--- config.mk ---
export PLATFORM = sky130hd
export DESIGN_NAME = fht_wr_back
export DESIGN_NICKNAME = d
export VERILOG_FILES = /design/src/rtl/fht_wr_back.sv
export SDC_FILE = /design/constraint.sdc
export NUM_CORES = 1
export LEC_CHECK = 0
export ABC_AREA = 1
export BUFFER_PORTS_ARGS = -buffer_cell sky130_fd_sc_hd__buf_2
export CAP_MARGIN = 40
export CORE_ASPECT_RATIO = 0.6
export CORE_MARGIN = 4
export CORE_UTILIZATION = 53
export CTS_CLUSTER_DIAMETER = 200
export DETAILED_ROUTE_END_ITERATION = 10
export GPL_TIMING_DRIVEN = 0
export HOLD_SLACK_MARGIN = 0.1
export PLACE_DENSITY = 0.78
export SETUP_SLACK_MARGIN = 0.1
export SYNTH_ARGS = -nofsm -noshare
export SYNTH_HDL_FRONTEND = slang
export SYNTH_SLANG_ARGS = --single-unit
--- constraint.sdc ---
create_clock -name iCLK -period 2 [get_ports iCLK]
set_input_delay 0.3 -clock iCLK [delete_from_list [all_inputs] [get_ports iCLK]]
set_output_delay 0.3 -clock iCLK [all_outputs]
set_load 0.02 [all_outputs]
--- src/rtl/fht_wr_back.sv ---
// fht_wr_back: aligns butterfly results with delayed read address/flags and writes them to the four banks,
// with optional halving, last-stage address bit reversal, ping-pong page tracking and stage-done signalling.
module fht_wr_back #(
  parameter int D_BIT = 17,
  parameter int A_BIT = 8,
  parameter int LAT   = 3
) (
  input  logic                    iCLK,
  input  logic                    iRESET,
  input  logic                    iRD_VALID,
  input  logic [A_BIT-1:0]        iRD_ADDR,
  input  logic                    iST_END,
  input  logic                    iST_LAST,
  input  logic                    iSCALE,
  input  logic signed [D_BIT-1:0] iY_0,
  input  logic signed [D_BIT-1:0] iY_1,
  input  logic signed [D_BIT-1:0] iY_2,
  input  logic signed [D_BIT-1:0] iY_3,
  output logic                    oWR_EN,
  output logic [A_BIT-1:0]        oWR_ADDR,
  output logic signed [D_BIT-1:0] oDATA_0,
  output logic signed [D_BIT-1:0] oDATA_1,
  output logic signed [D_BIT-1:0] oDATA_2,
  output logic signed [D_BIT-1:0] oDATA_3,
  output logic                    oPAGE,
  output logic                    oST_DONE,
  output logic [A_BIT:0]          oWR_CNT
);
  logic [LAT-1:0]          d_v, d_e, d_l, d_s;
  logic [A_BIT-1:0]        d_a [LAT];
  logic [A_BIT-1:0]        a_rev;
  logic signed [D_BIT-1:0] y [4];
  logic signed [D_BIT-1:0] q [4];
  logic [D_BIT:0]          s [4];
  logic                    v;
  assign v = d_v[LAT-1];
  assign y[0] = iY_0;
  assign y[1] = iY_1;
  assign y[2] = iY_2;
  assign y[3] = iY_3;
  always_comb begin
    for (int i = 0; i < A_BIT; i++) a_rev[i] = d_a[LAT-1][A_BIT-1-i];
  end
  // halving rounds toward +inf on the extended width, so the result always fits D_BIT
  always_comb begin
    for (int n = 0; n < 4; n++) begin
      s[n] = {y[n][D_BIT-1], y[n]} + (D_BIT+1)'(1);
      q[n] = d_s[LAT-1] ? s[n][D_BIT:1] : y[n];
    end
  end
  always_ff @(posedge iCLK or negedge iRESET) begin
    if (!iRESET) begin
      d_v <= '0;
      d_e <= '0;
      d_l <= '0;
      d_s <= '0;
      for (int i = 0; i < LAT; i++) d_a[i] <= '0;
    end else begin
      for (int i = LAT-1; i > 0; i--) begin
        d_v[i] <= d_v[i-1];
        d_e[i] <= d_e[i-1];
        d_l[i] <= d_l[i-1];
        d_s[i] <= d_s[i-1];
        d_a[i] <= d_a[i-1];
      end
      d_v[0] <= iRD_VALID;
      d_e[0] <= iRD_VALID & iST_END;
      d_l[0] <= iST_LAST;
      d_s[0] <= iSCALE;
      d_a[0] <= iRD_ADDR;
    end
  end
  always_ff @(posedge iCLK or negedge iRESET) begin
    if (!iRESET) begin
      oWR_EN   <= 1'b0;
      oWR_ADDR <= '0;
      oDATA_0  <= '0;
      oDATA_1  <= '0;
      oDATA_2  <= '0;
      oDATA_3  <= '0;
      oPAGE    <= 1'b0;
      oST_DONE <= 1'b0;
      oWR_CNT  <= '0;
    end else begin
      oWR_EN   <= v;
      oST_DONE <= v & d_e[LAT-1];
      oPAGE    <= oPAGE ^ oST_DONE;
      oWR_CNT  <= oST_DONE ? {{A_BIT{1'b0}}, v} : oWR_CNT + (A_BIT+1)'(v);
      if (v) begin
        oWR_ADDR <= d_l[LAT-1] ? a_rev : d_a[LAT-1];
        oDATA_0  <= q[0];
        oDATA_1  <= q[1];
        oDATA_2  <= q[2];
        oDATA_3  <= q[3];
      end
    end
  end
endmodule
==> flow_metrics.tcl, run 1 <==
set metrics [dict create \
    status "finished, final reports clean" \
    clock_latency_ps 420 \
    ys_ff_latch 124 \
    setup_violations 0 \
    core_area_um2 12000 \
    critical_path.endpoint_type "register" \
    placed_area_um2 7590 \
    grt_setup_unrepaired "no" \
    htree_levels 4 \
    yosysUniqueCellTypes 30 \
    antenna_left 0 \
    finalSetupTns_ps 0 \
    die_width_um 151 \
    max_slew_margin_pct 45.9 \
    num_vias 6913 \
    avgSynthCellArea_um2 7.40 \
    dr.pass1.iters 6 \
    grt_overflow_total 0 \
    cp.arrival_ps 1990 \
    dp_hpwl_um 14700 \
    ys.flop_type "dfrtp_1" \
    worst_setup_path_start_kind "register" \
    synth_cells 879 \
    fin_nets 1169 \
    grt_pass1_wl_um 32400 \
    clock-root-buffer "clkbuf_16" \
    post-route-drc-count 0 \
    diodes 0 \
    hold_violations 0 \
    drt_iter0_drc 678 \
    cp.required_ps 2340 \
    ys_seq_area_share_pct 47.7 \
    grt_start_max_net_pins 76 \
    synth_edf_count 0 \
    io_buffer_count 169 \
    clk_pin_slew_ps 60 \
    async_flop_share_pct 100 \
    grt_antenna_before_repair 0 \
    drv_cap 0 \
    layout_min_cycle_time_ps 1650 \
    finalNonFillerCells 1259 \
    num_io_pins 170 \
    cts_sinks 124 \
    worstSetupPathType "register to register" \
    ir_worst_vdd_mv 0.639 \
    vias_per_cell 5.49 \
    holdWs_ps 160 \
    gp_congestion 0.934 \
    final_core_util_pct 69.3 \
    yosysMostFrequentCell "nand2_1" \
    dp_slack_ps 289 \
    fin_skew_ps 6.23 \
    synth_area_leaders "dfrtp_1 (48%), nand2_1 (13%), nand3_1 (7.5%), a21oi_1 (7.2%), nor2_1 (6.3%)" \
    cts_tree "built" \
    dieArea_um2 14200 \
    crit_fanout 10 \
    clock_path_buffers 2 \
    syn_area_um2 6510 \
    place_inst 1214 \
    fin_area_um2 8330 \
    wl_per_cell_um 16.3 \
    synth_top_area_share_pct 47.7 \
    fillCellCount 1049 \
    min_period_over_period_pct 82.4 \
    ys_warn_count 0 \
    power_mw 7.47 \
    yosys.area.top_type "dfrtp_1" \
    die_y_um 93.8 \
    fmax_mhz 607 \
    initial_core_util_pct 54.1 \
    drive_gt1_share_pct 21.4 \
    cts_inserted_buffers 17 \
    layout_setup_ws_ps 352 \
    routed_wl_um 20500 \
    synth_nets 967 \
    post_cts_buffers 0 \
    power.leakage_nw 4.22 \
    area.growth.synth_to_final_pct 28.0 \
    finalMaxSlewViolations 0 \
    synthTopCellsByCount "nand2_1 (233), dfrtp_1 (124), nor2_1 (110)" \
    grt_pass1_vias 6116 \
    power_density_nw_per_um2 897 \
    grt_usage_pct 29.6 \
    hold_class "input pin to register" \
    worst_pin_slew_ps 812 \
    core.rowCount 31 \
]
==> cells in the final DEF (no fill, tap or decap), types with 2 or more instances in the layout <==
| cell type | count |
|---|---|
| ha_1 | 6 |
| buf_2 | 183 |
| o21ai_1 | 8 |
| nor3_1 | 5 |
| nand2_1 | 233 |
| clkinv_4 | 3 |
| o211ai_1 | 4 |
| nor2_1 | 110 |
| o21ai_0 | 33 |
| o21bai_1 | 14 |
| nor2_4 | 2 |
| dlygate4sd3_1 | 13 |
| bufinv_16 | 2 |
| inv_8 | 2 |
| clkbuf_16 | 17 |
| nand2_2 | 2 |
| a21oi_1 | 94 |
| and2_1 | 5 |
| nand4_1 | 8 |
| dfrtp_1 | 124 |
| inv_1 | 75 |
| clkbuf_1 | 16 |
| nor2_2 | 8 |
| xnor2_1 | 5 |
| inv_2 | 2 |
| nand3_1 | 97 |
| a31oi_1 | 4 |
| inv_6 | 6 |
==> area by class of cell <==
cell class	count	area, µm²	area share (%)
multi-input combinational	645	2980	35.7
timing repair buffer	183	1010	12.1
inverter	78	293	3.52
clock inverter	15	174	2.09
tap	165	206	2.48
clock buffer	17	425	5.11
buffer	32	139	1.67
sequential	124	3100	37.3
==> metal layers <==
metal	global-route usage (%)	wire length, µm	up-vias
met5	0	0	-
met4	7.01	288	0
met3	7.04	2150	30
met2	42.4	8430	377
met1	45.3	9610	3234
li1	-	-	3272
==> repair_timing <==
| action | 4_1_cts | 5_1_grt |
|---|---|---|
| hold endpoints to repair | 61 | 0 |
| setup endpoints to repair | 0 | 1 |
| gates resized for setup | 0 | 1 |
| hold buffers | 13 | 0 |
==> final timing paths <==
check / endpoint / slack [ps] / cells past startpoint / startpoint
max in group asynchronous: oDATA_2[13]$_DFFE_PN0P_ / 890 / 3 / iRESET
setup / recovery: oDATA_1[6]$_DFFE_PN0P_ / 350 / 4 / d_v[2]$_DFF_PN0_
min in group asynchronous: oWR_CNT[6]$_DFF_PN0_ / 390 / 2 / iRESET
setup reg to reg: oDATA_1[6]$_DFFE_PN0P_ / 350 / 4 / d_v[2]$_DFF_PN0_
hold reg to reg: d_v[2]$_DFF_PN0_ / 340 / 0 / d_v[1]$_DFF_PN0_
hold / removal: oDATA_2[16]$_DFFE_PN0P_ / 160 / 3 / iY_2[16]
==> registers in the layout, indices dropped and copies added (netlist names) <==
| signal | flops |
|---|---|
| oDATA_0 | 17 |
| oDATA_3 | 17 |
| oWR_CNT | 9 |
| d_l | 3 |
| oPAGE | 1 |
| oDATA_1 | 17 |
| d_v | 3 |
| d_s | 3 |
| d_e | 3 |
| oST_DONE | 1 |
| a_rev | 8 |
| d_a | 16 |
| oWR_EN | 1 |
| oDATA_2 | 17 |
| oWR_ADDR | 8 |
==> logic make-up (layout without fill, tap and decap cells) <==
logic type | Yosys count | after routing | share of synthesized area [%]
buffers and inverters | 110 | 325 | 6.63
and+or+nand+nor | 475 | 475 | 30.8
DFF | 124 | 124 | 47.7
xor gates and xnor gates | 6 | 6 | 0.808
adders and majority gates | 6 | 6 | 1.15
AOI/OAI and AO/OA | 158 | 158 | 13.0
==> report_power, final <==
group	internal, mW	switching (mW)	leakage [nW]
Clock	1.88	1.30	0.293
Sequential	2.76	0.150	1.47
Combinational	0.452	0.932	2.46
Total	5.09	2.38	4.22
==> critical path, cell delays in order (launching register included) <==
cell	delay (ps)
dfrtp_1	480
buf_2	290
clkbuf_1	530
nor2_1	110
a21oi_1	150
(Power assumes the default switching activity.)
==> run 2: changes to the inputs <==
clock period = 1.7 ns   (was 2 ns; I/O delays follow)
==> run 2 against run 1 <==
Compared with the run above:
- critical path depth grew 3
- first-iteration DRC count is 3.8% higher
- worst setup slack got worse by 200 ps
- worst hold slack got worse by 44 ps
- non-clock buffer count rose by 2
- fmax up 6.1%
==> flow_metrics.tcl, run 2 (same netlist as run 1, synthesis figures left out) <==
set metrics [dict create \
    cts_tree "built" \
    dp_hpwl_um 14700 \
    gp_congestion 0.934 \
    cts_inserted_buffers 17 \
    cpMostUsedCell "buf_2" \
    power_mw 8.82 \
    clock_latency_ps 420 \
    fillCellCount 1041 \
    final_common_cell "nand2_1" \
    diodes 0 \
    htree_levels 4 \
    place_inst 1214 \
    initial_core_util_pct 54.1 \
    path_cells "buf_2 -> inv_1 -> buf_2 -> buf_2 -> a21oi_1 -> nand2_1 -> nand2_1" \
    grt_antenna_before_repair 0 \
    worst_pin_slew_ps 710 \
    dp_slack_ps -11.2 \
    fin_skew_ps 6.70 \
    grt_pass1_vias 6128 \
    critical_path.endpoint_type "register" \
    layout_setup_ws_ps 147 \
    hold_class "input pin to register" \
    io_buffer_count 169 \
    layout_min_cycle_time_ps 1550 \
    crit_fanout 10 \
    post-route-drc-count 0 \
    max_slew_margin_pct 52.7 \
    fin_nets 1171 \
    core_area_um2 12000 \
    power_density_nw_per_um2 1050 \
    num_io_pins 170 \
    drive_gt1_share_pct 22.4 \
    vias_per_cell 5.45 \
    min_period_over_period_pct 91.4 \
    clock_path_buffers 2 \
    finalMaxSlewViolations 0 \
    grt_setup_unrepaired "yes" \
    worstSetupPathType "register to register" \
    holdWs_ps 116 \
    status "finished, final reports clean" \
    crit_path_max_incr_delay_ps 360 \
    clock-root-buffer "clkbuf_16" \
    cp.arrival_ps 1860 \
    cts_sinks 124 \
    power.leakage_nw 4.26 \
    grt_pass1_wl_um 32300 \
    clk_pin_slew_ps 60 \
    dr.pass1.iters 5 \
    ir_worst_vdd_mv 0.748 \
    cp.required_ps 2010 \
    drv_cap 0 \
    die_width_um 151 \
    core.rowCount 31 \
    grt_start_max_net_pins 76 \
    worst_path_max_delay_cell "dfrtp_1" \
    grt_overflow_total 0 \
    hold_violations 0 \
    finalSetupTns_ps 0 \
    final_cell_mix "nand2_1 (233), buf_2 (183), dfrtp_1 (123), nor2_1 (110), nand3_1 (96)" \
    setup_violations 0 \
    drt_iter0_drc 704 \
    die_y_um 93.8 \
    antenna_left 0 \
    fmax_mhz 644 \
    finalNonFillerCells 1261 \
    num_vias 6867 \
    wl_per_cell_um 16.3 \
    grt_usage_pct 29.6 \
    area.growth.synth_to_final_pct 28.7 \
    dieArea_um2 14200 \
    worst_setup_path_start_kind "register" \
    routed_wl_um 20600 \
]
run 2: final timing paths:
path,from,end,slack (ps),cells after the start
setup reg to reg,d_s[2]$_DFF_PN0_,oDATA_2[8]$_DFFE_PN0P_,150,7
min in group asynchronous,iRESET,oWR_CNT[6]$_DFF_PN0_,340,2
hold reg to reg,d_v[1]$_DFF_PN0_,d_v[2]$_DFF_PN0_,340,0
hold / removal,iY_2[16],oDATA_2[16]$_DFFE_PN0P_,120,3
max in group asynchronous,iRESET,oDATA_2[13]$_DFFE_PN0P_,650,3
setup / recovery,d_s[2]$_DFF_PN0_,oDATA_2[8]$_DFFE_PN0P_,150,7
run 2: area by class of cell:
| class | instances | area (µm²) | area share (%) |
|---|---|---|---|
| sequential | 124 | 3100 | 37.1 |
| multi-input combinational | 645 | 3000 | 35.8 |
| timing repair buffer | 185 | 1020 | 12.2 |
| clock buffer | 17 | 425 | 5.08 |
| inverter | 78 | 293 | 3.50 |
| tap | 165 | 206 | 2.47 |
| clock inverter | 15 | 174 | 2.08 |
| buffer | 32 | 145 | 1.73 |
run 2: power by group:
group / internal (mW) / switching, mW
clock network: 2.21 / 1.54
logic: 0.543 / 1.10
registers: 3.25 / 0.187
total: 6.00 / 2.82
run 2: critical path, delay by kind of cell, from the launching register on:
family,cells,cell delay [ps]
and+or+nand+nor,2,190
AOI/OAI and AO/OA,1,110
DFF,1,360
buffers and inverters,4,780
run 2: stage by stage:
stage | cell area (µm²) | utilization [%]
after floorplan | 6510 | -
after global placement | 7560 | 62.9
after detailed placement | 7590 | 63.1
after CTS | 8330 | 69.3
after global routing | 8370 | 69.6
final | 8370 | 69.6
run 2: metal layers:
layer / wire length [µm] / vias to the layer above / track usage (%)
met5: 0 / - / 0
met4: 247 / 0 / 7.09
met3: 2300 / 21 / 7.28
met2: 8430 / 362 / 42.3
met1: 9620 / 3212 / 45.3
li1: - / 3272 / -
run 2: timing repair:
action,CTS,global route
setup endpoints to repair,19,36
pin swaps,0,1
setup buffers,0,2
resized for setup,3,12
endpoints found under the hold margin,61,0
hold buffers,13,0
